**config.mk**
```make
export PLATFORM = sky130hd
export DESIGN_NAME = irq_stim_gen_flat
export DESIGN_NICKNAME = d
export VERILOG_FILES = /design/src/rtl/irq_stim_if.sv /design/src/rtl/irq_stim_gen.sv /design/src/flat_wrapper.sv
export SDC_FILE = /design/constraint.sdc
export NUM_CORES = 2
export LEC_CHECK = 0
export CAP_MARGIN = 20
export CORE_MARGIN = 1.5
export CORE_UTILIZATION = 45
export CTS_BUF_LIST = sky130_fd_sc_hd__clkbuf_8
export CTS_CLUSTER_SIZE = 30
export DETAILED_ROUTE_END_ITERATION = 12
export GPL_TIMING_DRIVEN = 0
export PLACE_DENSITY = 0.67
export SLEW_MARGIN = 20
export SYNTH_ARGS = -nofsm -noshare
export SYNTH_HDL_FRONTEND = slang
export SYNTH_SLANG_ARGS = --single-unit
```
**constraint.sdc**
```tcl
create_clock -name i_clk -period 14 [get_ports i_clk]
set_input_delay 4.2 -clock i_clk [delete_from_list [all_inputs] [get_ports i_clk]]
set_output_delay 4.2 -clock i_clk [all_outputs]
set_load 0.05 [all_outputs]
```
**src/rtl/irq_stim_if.sv**
```systemverilog
// Bus between the interrupt stimulus generator and the bench that consumes it.
// The generator side is the master: it drives irq and the status counters.
interface irq_stim_if #(
   parameter int N_CH  = 6,
   parameter int CNT_W = 32
) ();
   logic             en;
   logic [N_CH-1:0]  ack;
   logic [N_CH-1:0]  irq;
   logic [CNT_W-1:0] cycle_cnt;
   logic [CNT_W-1:0] fire_total;
   logic             done;
   logic             timeout;

   modport master (
      input  en, ack,
      output irq, cycle_cnt, fire_total, done, timeout
   );

   modport slave (
      output en, ack,
      input  irq, cycle_cnt, fire_total, done, timeout
   );
endinterface

```
**src/rtl/irq_stim_gen.sv**
```systemverilog
// Interrupt stimulus generator: N_CH staggered channels (pulse or level mode),
// cycle counter, completion flag and sticky watchdog.
module irq_stim_ch #(
   parameter int CNT_W       = 32,
   parameter int K           = 0,
   parameter int FIRST_DELAY = 100,
   parameter int STAGGER     = 37,
   parameter int PERIOD      = 500,
   parameter int PULSE_W     = 4,
   parameter int LEVEL_MODE  = 0,
   parameter int MAX_FIRES   = 3
) (
   input  logic i_clk,
   input  logic i_reset,
   input  logic i_adv,
   input  logic i_freeze,
   input  logic i_ack,
   output logic o_irq,
   output logic o_fire,
   output logic o_stop
);
   typedef enum logic [1:0] {S_WAIT, S_ACTIVE, S_STOP} state_t;

   localparam logic [CNT_W-1:0] C_INIT   = CNT_W'(FIRST_DELAY + K*STAGGER);
   localparam logic [CNT_W-1:0] C_PERIOD = CNT_W'(PERIOD);
   localparam logic [CNT_W-1:0] C_PW     = CNT_W'(PULSE_W);
   localparam logic [CNT_W-1:0] C_MAXF   = CNT_W'(MAX_FIRES);
   localparam logic [CNT_W-1:0] C_ONE    = CNT_W'(1);

   state_t           r_state;
   logic [CNT_W-1:0] r_cnt, r_wcnt, r_fcnt;
   logic             r_irq;
   logic             w_end, w_last;

   // Level mode ends on ack regardless of en; pulse mode ends when the width runs out.
   assign w_end  = (r_state == S_ACTIVE) && !i_freeze &&
                   ((LEVEL_MODE != 0) ? i_ack : (i_adv && r_wcnt == C_ONE));
   assign w_last = (MAX_FIRES != 0) && (r_fcnt == C_MAXF);
   assign o_fire = (r_state == S_WAIT) && i_adv && (r_cnt == C_ONE);
   assign o_stop = (r_state == S_STOP);
   assign o_irq  = r_irq;

   always_ff @(posedge i_clk) begin
      if (i_reset) begin
         r_state <= S_WAIT;
         r_cnt   <= C_INIT;
         r_wcnt  <= '0;
         r_fcnt  <= '0;
         r_irq   <= 1'b0;
      end else if (i_freeze) begin
         r_irq   <= 1'b0;
      end else begin
         case (r_state)
            S_WAIT: if (i_adv) begin
               if (r_cnt == C_ONE) begin
                  r_state <= S_ACTIVE;
                  r_irq   <= 1'b1;
                  r_wcnt  <= C_PW;
                  r_fcnt  <= (r_fcnt == '1) ? r_fcnt : r_fcnt + C_ONE;
               end else begin
                  r_cnt   <= r_cnt - C_ONE;
               end
            end
            S_ACTIVE: begin
               if (w_end) begin
                  r_irq   <= 1'b0;
                  r_state <= w_last ? S_STOP : S_WAIT;
                  r_cnt   <= C_PERIOD;
               end else if (i_adv && LEVEL_MODE == 0) begin
                  r_wcnt  <= r_wcnt - C_ONE;
               end
            end
            default: ;
         endcase
      end
   end
endmodule

module irq_stim_gen #(
   parameter int N_CH        = 6,
   parameter int CNT_W       = 32,
   parameter int FIRST_DELAY = 100,
   parameter int STAGGER     = 37,
   parameter int PERIOD      = 500,
   parameter int PULSE_W     = 4,
   parameter int LEVEL_MODE  = 0,
   parameter int MAX_FIRES   = 3,
   parameter int MAX_CYCLES  = 100000
) (
   input  logic      i_clk,
   input  logic      i_reset,
   irq_stim_if.master bus
);
   logic [CNT_W-1:0] r_cycle, r_ftot;
   logic             r_done, r_timeout;
   logic [N_CH-1:0]  w_irq, w_fire, w_stop;
   logic             w_hit, w_freeze, w_adv;
   logic [CNT_W:0]   w_sum;

   // Watchdog trips on the edge that would bring cycle_cnt up to MAX_CYCLES.
   assign w_hit    = bus.en && !r_timeout && (MAX_CYCLES != 0) &&
                     (r_cycle == CNT_W'(MAX_CYCLES - 1));
   assign w_freeze = r_timeout | w_hit;
   assign w_adv    = bus.en & ~w_freeze;

   always_comb begin
      w_sum = {1'b0, r_ftot};
      for (int i = 0; i < N_CH; i++)
         w_sum = w_sum + {{CNT_W{1'b0}}, w_fire[i]};
   end

   for (genvar g = 0; g < N_CH; g++) begin : g_ch
      irq_stim_ch #(
         .CNT_W(CNT_W), .K(g), .FIRST_DELAY(FIRST_DELAY), .STAGGER(STAGGER),
         .PERIOD(PERIOD), .PULSE_W(PULSE_W), .LEVEL_MODE(LEVEL_MODE),
         .MAX_FIRES(MAX_FIRES)
      ) u_ch (
         .i_clk(i_clk), .i_reset(i_reset), .i_adv(w_adv), .i_freeze(w_freeze),
         .i_ack(bus.ack[g]), .o_irq(w_irq[g]), .o_fire(w_fire[g]), .o_stop(w_stop[g])
      );
   end

   always_ff @(posedge i_clk) begin
      if (i_reset) begin
         r_cycle   <= '0;
         r_ftot    <= '0;
         r_done    <= 1'b0;
         r_timeout <= 1'b0;
      end else begin
         if (bus.en && !r_timeout && r_cycle != '1)
            r_cycle <= r_cycle + CNT_W'(1);
         if (w_hit)
            r_timeout <= 1'b1;
         r_ftot <= w_sum[CNT_W] ? '1 : w_sum[CNT_W-1:0];
         r_done <= &w_stop;
      end
   end

   assign bus.irq        = w_irq;
   assign bus.cycle_cnt  = r_cycle;
   assign bus.fire_total = r_ftot;
   assign bus.done       = r_done;
   assign bus.timeout    = r_timeout;
endmodule

```
**src/flat_wrapper.sv**
```systemverilog
// flat-port wrapper written by rule: the top's interface ports become plain ports
module irq_stim_gen_flat 
#(
   parameter int N_CH        = 6,
   parameter int CNT_W       = 32,
   parameter int FIRST_DELAY = 100,
   parameter int STAGGER     = 37,
   parameter int PERIOD      = 500,
   parameter int PULSE_W     = 4,
   parameter int LEVEL_MODE  = 0,
   parameter int MAX_FIRES   = 3,
   parameter int MAX_CYCLES  = 100000
)
  (i_clk, i_reset, bus_en, bus_ack, bus_irq, bus_cycle_cnt, bus_fire_total, bus_done, bus_timeout);
  irq_stim_if #(.N_CH(N_CH), .CNT_W(CNT_W)) bus_i ();
  input  logic i_clk;
  input  logic i_reset;
  input wire logic [$bits(bus_i.en)-1:0] bus_en;
  input wire logic [$bits(bus_i.ack)-1:0] bus_ack;
  output wire logic [$bits(bus_i.irq)-1:0] bus_irq;
  output wire logic [$bits(bus_i.cycle_cnt)-1:0] bus_cycle_cnt;
  output wire logic [$bits(bus_i.fire_total)-1:0] bus_fire_total;
  output wire logic [$bits(bus_i.done)-1:0] bus_done;
  output wire logic [$bits(bus_i.timeout)-1:0] bus_timeout;
  assign bus_i.en = bus_en;
  assign bus_i.ack = bus_ack;
  assign bus_irq = bus_i.irq;
  assign bus_cycle_cnt = bus_i.cycle_cnt;
  assign bus_fire_total = bus_i.fire_total;
  assign bus_done = bus_i.done;
  assign bus_timeout = bus_i.timeout;
  irq_stim_gen #(.N_CH(N_CH), .CNT_W(CNT_W), .FIRST_DELAY(FIRST_DELAY), .STAGGER(STAGGER), .PERIOD(PERIOD), .PULSE_W(PULSE_W), .LEVEL_MODE(LEVEL_MODE), .MAX_FIRES(MAX_FIRES), .MAX_CYCLES(MAX_CYCLES)) u_core (.i_clk(i_clk), .i_reset(i_reset), .bus(bus_i));
endmodule
```
# After elaboration in Yosys (flattened, before gate mapping)

Index checks and enable logic that the tools add are counted.

Add/sub/neg operators: 25
$lt $le $gt $ge: 0
Shift operators: 0
Multiplexer cells: 109
Reductions and logical operators: 79
Bitwise logic cells: 9
Div/mod/pow operators: 0
$mul: 0
Eq/ne operators: 74

Operator list:

| kind                                               | count |
|---|---|
| 2-to-1 mux 32 bit                                  | 43 |
| case mux 32 bit (2 select lines)                   | 12 |
| == test 32 x 1 -> 1 bit, second input constant     | 12 |
| subtractor 32 x 1 -> 32 bit, second input constant | 12 |
| adder 32 x 1 -> 32 bit, second input constant      | 7 |
| == test 32 x 2 -> 1 bit, second input constant     | 6 |
| == test 32 bit, second input constant              | 6 |
| adder 33 x 1 -> 33 bit                             | 5 |
| AND reduction 5 bit                                | 18 |
| 2-to-1 mux 2 bit                                   | 24 |
| AND reduction 6 bit                                | 7 |
| != test 2 bit, second input constant               | 20 |
| adder 32 x 1 -> 33 bit                             | 1 |
| logical AND 1 bit                                  | 33 |
| == test 32 x 17 -> 1 bit, second input constant    | 1 |
| != test 2 x 1 -> 1 bit, second input constant      | 16 |
| != test 32 bit, second input constant              | 1 |
| case mux 2 bit (2 select lines)                    | 6 |
| AND reduction 4 bit                                | 6 |
| 2-to-1 mux 1 bit                                   | 18 |
| == test 2 x 1 -> 1 bit, second input constant      | 6 |
| == test 2 bit, second input constant               | 6 |
| zero test 2 bit                                    | 6 |
| case mux 1 bit (2 select lines)                    | 6 |
| other kinds (6)                                    | 18 |

RAM bits: 0
Bits in registers: 660
Latch bits: 0
Output and inout bits: 72
ROM bits: 0
Memories kept: 0
Logic and storage cells: 330

# Depth between registers and ports, before layout

Depth in word-level cells: 15
Mapped depth: 21
Mapped depth without buffers: 18

# Cells and area by module

Synthesis repeated with hierarchy kept, for this count alone.

Cell total of the unflattened synthesis: 4165
Area, all modules: 34456.8 um^2

Modules (own cells, without submodules):

| module                             | instances | area an instance (um^2) | cells an instance |
|---|---|---|---|
| irq_stim_ch at u_core.g_ch[1].u_ch | 1         | 5624.1                  | 683 |
| irq_stim_ch at u_core.g_ch[0].u_ch | 1         | 5258.8                  | 640 |
| irq_stim_ch at u_core.g_ch[3].u_ch | 1         | 5218.8                  | 642 |
| irq_stim_ch at u_core.g_ch[4].u_ch | 1         | 5112.4                  | 621 |
| irq_stim_ch at u_core.g_ch[2].u_ch | 1         | 5048.6                  | 603 |
| irq_stim_ch at u_core.g_ch[5].u_ch | 1         | 4928.5                  | 587 |
| irq_stim_gen                       | 1         | 3265.6                  | 389 |

# Worst setup path before layout

OpenSTA, ideal clock, no wires.

Path type: in2reg
Start point: input bus_en
End point: register u_core.r_ftot[10], in the netlist u_core.bus.fire_total[10]
Path buffers: 6
Slack: 4.528 ns
Setup time: 0.132 ns
Stages on the path: 20
Arrival time: 9.340 ns
Path through: clkbuf_1 nand2b_1 clkbuf_1 a311oi_1 nand4_1 clkbuf_1 fa_1 inv_1 fa_1 fa_1 fa_1 a21o_1 nand3_1 or3_1 buf_1 or2_2 nand2b_1 clkbuf_1 clkbuf_1 a21oi_1

Word-level cells in the longest chain between the ends: 14
Elaborated cells on any way between the ends: 24

Ends and longest elaborated chain:

| item                                | line                | text |
|---|---|---|
| from (decl)                         | flat_wrapper.sv:18  | `input wire logic [$bits(bus_i.en)-1:0] bus_en;` |
| logical AND 1 bit (2 in a row)      | irq_stim_gen.sv:101 | `assign w_hit = bus.en && !r_timeout && (MAX_CYCLES != 0) &&` |
| OR 1 bit                            | irq_stim_gen.sv:103 | `assign w_freeze = r_timeout \| w_hit;` |
| inverter 1 bit (no line)            | --                  |  |
| AND 1 bit (*)                       | irq_stim_gen.sv:104 | `assign w_adv = bus.en & ~w_freeze;` |
| logical AND 1 bit (2 in a row)      | irq_stim_gen.sv:39  | `assign o_fire = (r_state == S_WAIT) && i_adv && (r_cnt == C_ONE);` |
| adder 32 x 1 -> 33 bit              | irq_stim_gen.sv:109 | `w_sum = w_sum + {{CNT_W{1'b0}}, w_fire[i]};` |
| adder 33 x 1 -> 33 bit (4 in a row) | irq_stim_gen.sv:109 |  |
| adder 33 x 1 -> 33 bit (*)          | irq_stim_gen.sv:109 |  |
| 2-to-1 mux 32 bit (*)               | irq_stim_gen.sv:134 | `r_ftot <= w_sum[CNT_W] ? '1 : w_sum[CNT_W-1:0];` |
| to (signal assigned)                | irq_stim_gen.sv:134 |  |
| to (decl)                           | irq_stim_gen.sv:94  | `logic [CNT_W-1:0] r_cycle, r_ftot;` |

Every way passes the cells marked *; elsewhere a longest branch is shown, timed or not.
A chain may end at the register's enable or synchronous reset.

# Worst setup path after layout

Start point: input bus_en
End point: register u_core.r_ftot[25], in the netlist u_core.bus.fire_total[25]

The elaborated chain is that of the path after synthesis.

==> results.md <==
* Setup violators final at 0
* Max-cap violations at 0
* Number of global-route vias before repair at 27867
* Total congestion overflow after global routing at 0
* Maximum VDD drop at 79.9 µV
* Startpoint kind of the worst setup timing path: input pin
* Final net count at 4212
* Commonest register cell after synthesis: dfxtp_1
* Layout-stage area growth over the synthesis result at 13.2%
* Critical path, cell by cell: clkdlybuf4s50_1, clkbuf_1, nand2b_1, clkbuf_1, a311oi_2, buf_4, nand4_1, clkbuf_1, fa_1, inv_1, fa_1, fa_1, fa_1, a21o_1, nand3_1, or3_1, buf_1, or2_2, nand2b_1, clkbuf_1, clkbuf_1, a21oi_1
* Die X-Extent at 273 µm
* # port buffers at 74
* Global-route wire length before repair at 147 mm
* Largest net degree at the start of global routing at 16
* Die area at 0.0743 mm²
* Slew at the pin with the worst max-slew slack at 1.09 ns
* Num CTS Buffers at 112
* DRC errors left at 0
* Via count at 30144
* Sequential cell area at 0.0132 mm²
* Total of flip-flops plus latches after synthesis at 660
* Clock root buffer master: clkbuf_8
* Number of instances in the synthesized netlist at 3973
* Largest family of logic cells by synthesized area: simple AND/OR/NAND/NOR gates
* Average via count per standard cell at 5.79
* Std-Cell Core Area at 0.0717 mm²
* Final setup skew at 0.0478 ns
* Final RePlAce weighted congestion at 0.886
* Worst Setup Path Type: in -> reg
* CTS-repair resized insts at 0
* Headroom to the max-slew limit at 26.9%
* Count of final max-slew check failures at 0
* Share of synthesized registers carrying an async set or reset at 0%
* Global-route usage over all layers at 23.9%
* Data arrival time of the critical path at 11.50 ns
* Synthesized net count at 4020
* Worst min-delay path category: reg -> reg
* Simple-gate portion of the synthesized area at 33.1%
* Unique masters post-synth at 90
* Setup repair after global routing missed its margin: false
* Initial antenna violation count at 3
* Delay of the slowest cell on the worst path at 0.67 ns
* Post-synthesis sequential area ratio at 40.4%
* CTS tree: done
* Total design power at 3.77 mW
* Final hold vios at 0
* Fraction of the mapped netlist area in adder cells at 1.55%
* Total Negative Setup Slacks at 0 ns
* CP dominant cell by count: clkbuf_1
* Cell area after synthesis at 0.0327 mm²
* Antenna viol nets, final at 0
* H-tree levels at 3
* Reg clk slew, reported paths at 0.06 ns
* Power per unit of standard cell area at 102 mW/mm²
* Final period utilization at 77.8%
* Number of violations reported at the end of detailed-routing iteration 0 at 2179
* Required time of the worst setup path at 14.61 ns
* Leakage power of the design at 12.8 nW
* CTS hold repair buffers at 0
* Multiplexer fraction of the synthesized cell area at 0.252%
* Cell with the largest stage delay on the worst path: clkbuf_1
* YS warnings at 0
* Average wire length per cell after detail routing at 17.4 µm
* Detailed-routing iteration count for the pre-antenna-repair pass at 6
* Top fanout value on the critical path at 10
* Multi-input combinational cell area at 0.0184 mm²
* Number of flops mapped to enable cells by yosys at 0
* Min Tclk post-route at 10.89 ns
* Maximum clock frequency at 0.0919 GHz
* Setup bufs post-CTS at 0
* Number of sinks driven by the clock tree at 660
* Die outline height at 273 µm
* Share of layout cells above drive strength 1 at 6.72%
* Outcome: complete, no violations
* Starting density of the core at 45.6%
* Number of top-level pins at 81
* Critical Path Sink Type: register
* Aggregate routed wire length at 90.6 mm
* Worst-Skew Late Latency at 0.75 ns
* Placement Rows at 98
* CTS Buffer Depth at 3
* Synthesized-area fraction occupied by xor and xnor cells at 10.5%
* Total of fill cells in the finished design at 6941
* Placed wire-length estimate after detailed placement at 63.6 mm
* Complex-gate fraction of the synthesized area at 10.8%
* Average cell area after synthesis at 8.23 µm²
kinds of logic after synthesis:
| family | Yosys count |
|---|---|
| and+or+nand+nor | 2007 |
| DFF | 660 |
| AOI/OAI and AO/OA | 586 |
| xor gates and xnor gates | 391 |
| buffers and inverters | 283 |
| adders and majority gates | 38 |
| muxes | 8 |
power breakdown:
group / switching, mW / internal, mW
registers: 0.00846 / 1.89
clock network: 0.812 / 0.952
logic: 0.0899 / 0.0268
total: 0.910 / 2.86
routing by layer:
layer  part of all wire (%)  routed length, µm  up-vias  GRT usage, %
met5                  0.014                 13        -             0
met3                    6.2               5640      151          4.45
li1                       -                  -    14859             -
met4                    2.5               2300        2          7.85
met1                     48              43400    14348          33.6
met2                     43              39300      784          37.0
critical path, delay by kind of cell:
family / cells / cell delay (ns)
buf+inv: 9 / 3.42
compound gates: 3 / 0.67
fa+ha+maj: 4 / 2.06
simple gates: 6 / 1.12
registers in the layout (all words and copies together) (netlist names):
signal                    count
u_core.bus.cycle_cnt         32
u_core.bus.done               1
u_core.bus.fire_total        32
u_core.bus.timeout            1
u_core.g_ch.u_ch.o_irq        6
u_core.g_ch.u_ch.r_cnt      192
u_core.g_ch.u_ch.r_fcnt     192
u_core.g_ch.u_ch.r_state     12
u_core.g_ch.u_ch.r_wcnt     192
cells in the final DEF, fill, tap and decap left out, types with 12 or more instances in the layout:
cell               n
nand3_1          178
clkbuf_8         143
inv_1            120
nor2b_1           15
xor2_1           139
buf_2             18
a21oi_1          248
or2_2             34
clkinv_2          18
nand2b_1          28
nand4b_1          16
dfxtp_1          660
nand2_1          220
clkbuf_1         165
nand4_1          129
nand3b_1          18
o31ai_1           47
ha_1              34
nor4b_1           17
clkdlybuf4s50_1   74
o211ai_1          22
or4_1            118
o41ai_1           20
nor2_1           525
a31oi_1           12
o21ai_0          135
or3_1            170
a21o_1            12
and3_1            45
nor3_1           197
nor4_1           181
a211oi_1          19
and2_1            12
xnor2_1          252
and4_1            38
per-stage QoR:
stage          hold slack (ns)  utilization, %  instance area, µm²  setup WS, ns  cells
3_5_place_dp             0.454            48.4               34700          2.45   5001
4_1_cts                  0.462            51.6               37000          3.25   5204
2_1_floorplan            0.437               -               32700          4.53   3973
5_1_grt                  0.479            51.6               37000          2.77   5205
3_3_place_gp             0.451            48.3               34600          1.33   4997
6_report                 0.464            51.6               37000          3.11   5205
final cells by class:
class / count / share of cell area (%)
repair buffers: 78 / 2.08
clock buffers: 143 / 5.31
plain buffers: 198 / 2.14
multi-input cells: 3030 / 49.8
clock inverters: 60 / 0.895
inverters: 85 / 0.862
flip-flops and latches: 660 / 35.7
well taps: 950 / 3.21
diodes: 1 / 0.00676
cells in the mapped netlist, types with 15 or more instances:
cell type / count / area [µm²]
dfxtp_1: 660 / 13200
nor2_1: 525 / 1970
xnor2_1: 252 / 2210
a21oi_1: 248 / 1240
nand2_1: 220 / 826
nor3_1: 199 / 996
nor4_1: 184 / 1150
nand3_1: 178 / 891
or3_1: 170 / 1060
clkbuf_1: 169 / 634
xor2_1: 139 / 1220
o21ai_0: 135 / 676
nand4_1: 129 / 807
or4_1: 118 / 886
inv_1: 85 / 319
o31ai_1: 47 / 353
and3_1: 45 / 282
and4_1: 38 / 333
ha_1: 34 / 425
or2_2: 34 / 213
nand2b_1: 28 / 175
o211ai_1: 22 / 165
o41ai_1: 20 / 175
a211oi_1: 19 / 143
nand3b_1: 18 / 135
buf_2: 17 / 85.1
nor4b_1: 17 / 149
nand4b_1: 16 / 140
nor2b_1: 15 / 93.8
path summary, 6_finish.rpt:
kind	cells after the start	start	slack, ns	end
setup / recovery	22	bus_en	3.11	u_core.bus.fire_total[25]
hold / removal	2	u_core.g_ch[0].u_ch.r_cnt[17]	0.46	u_core.g_ch[0].u_ch.r_cnt[17]
setup reg to reg	20	u_core.bus.cycle_cnt[12]	6.55	u_core.bus.fire_total[25]
hold reg to reg	2	u_core.g_ch[0].u_ch.r_cnt[17]	0.46	u_core.g_ch[0].u_ch.r_cnt[17]
No activity file was read; power rests on OpenSTA's default activity.
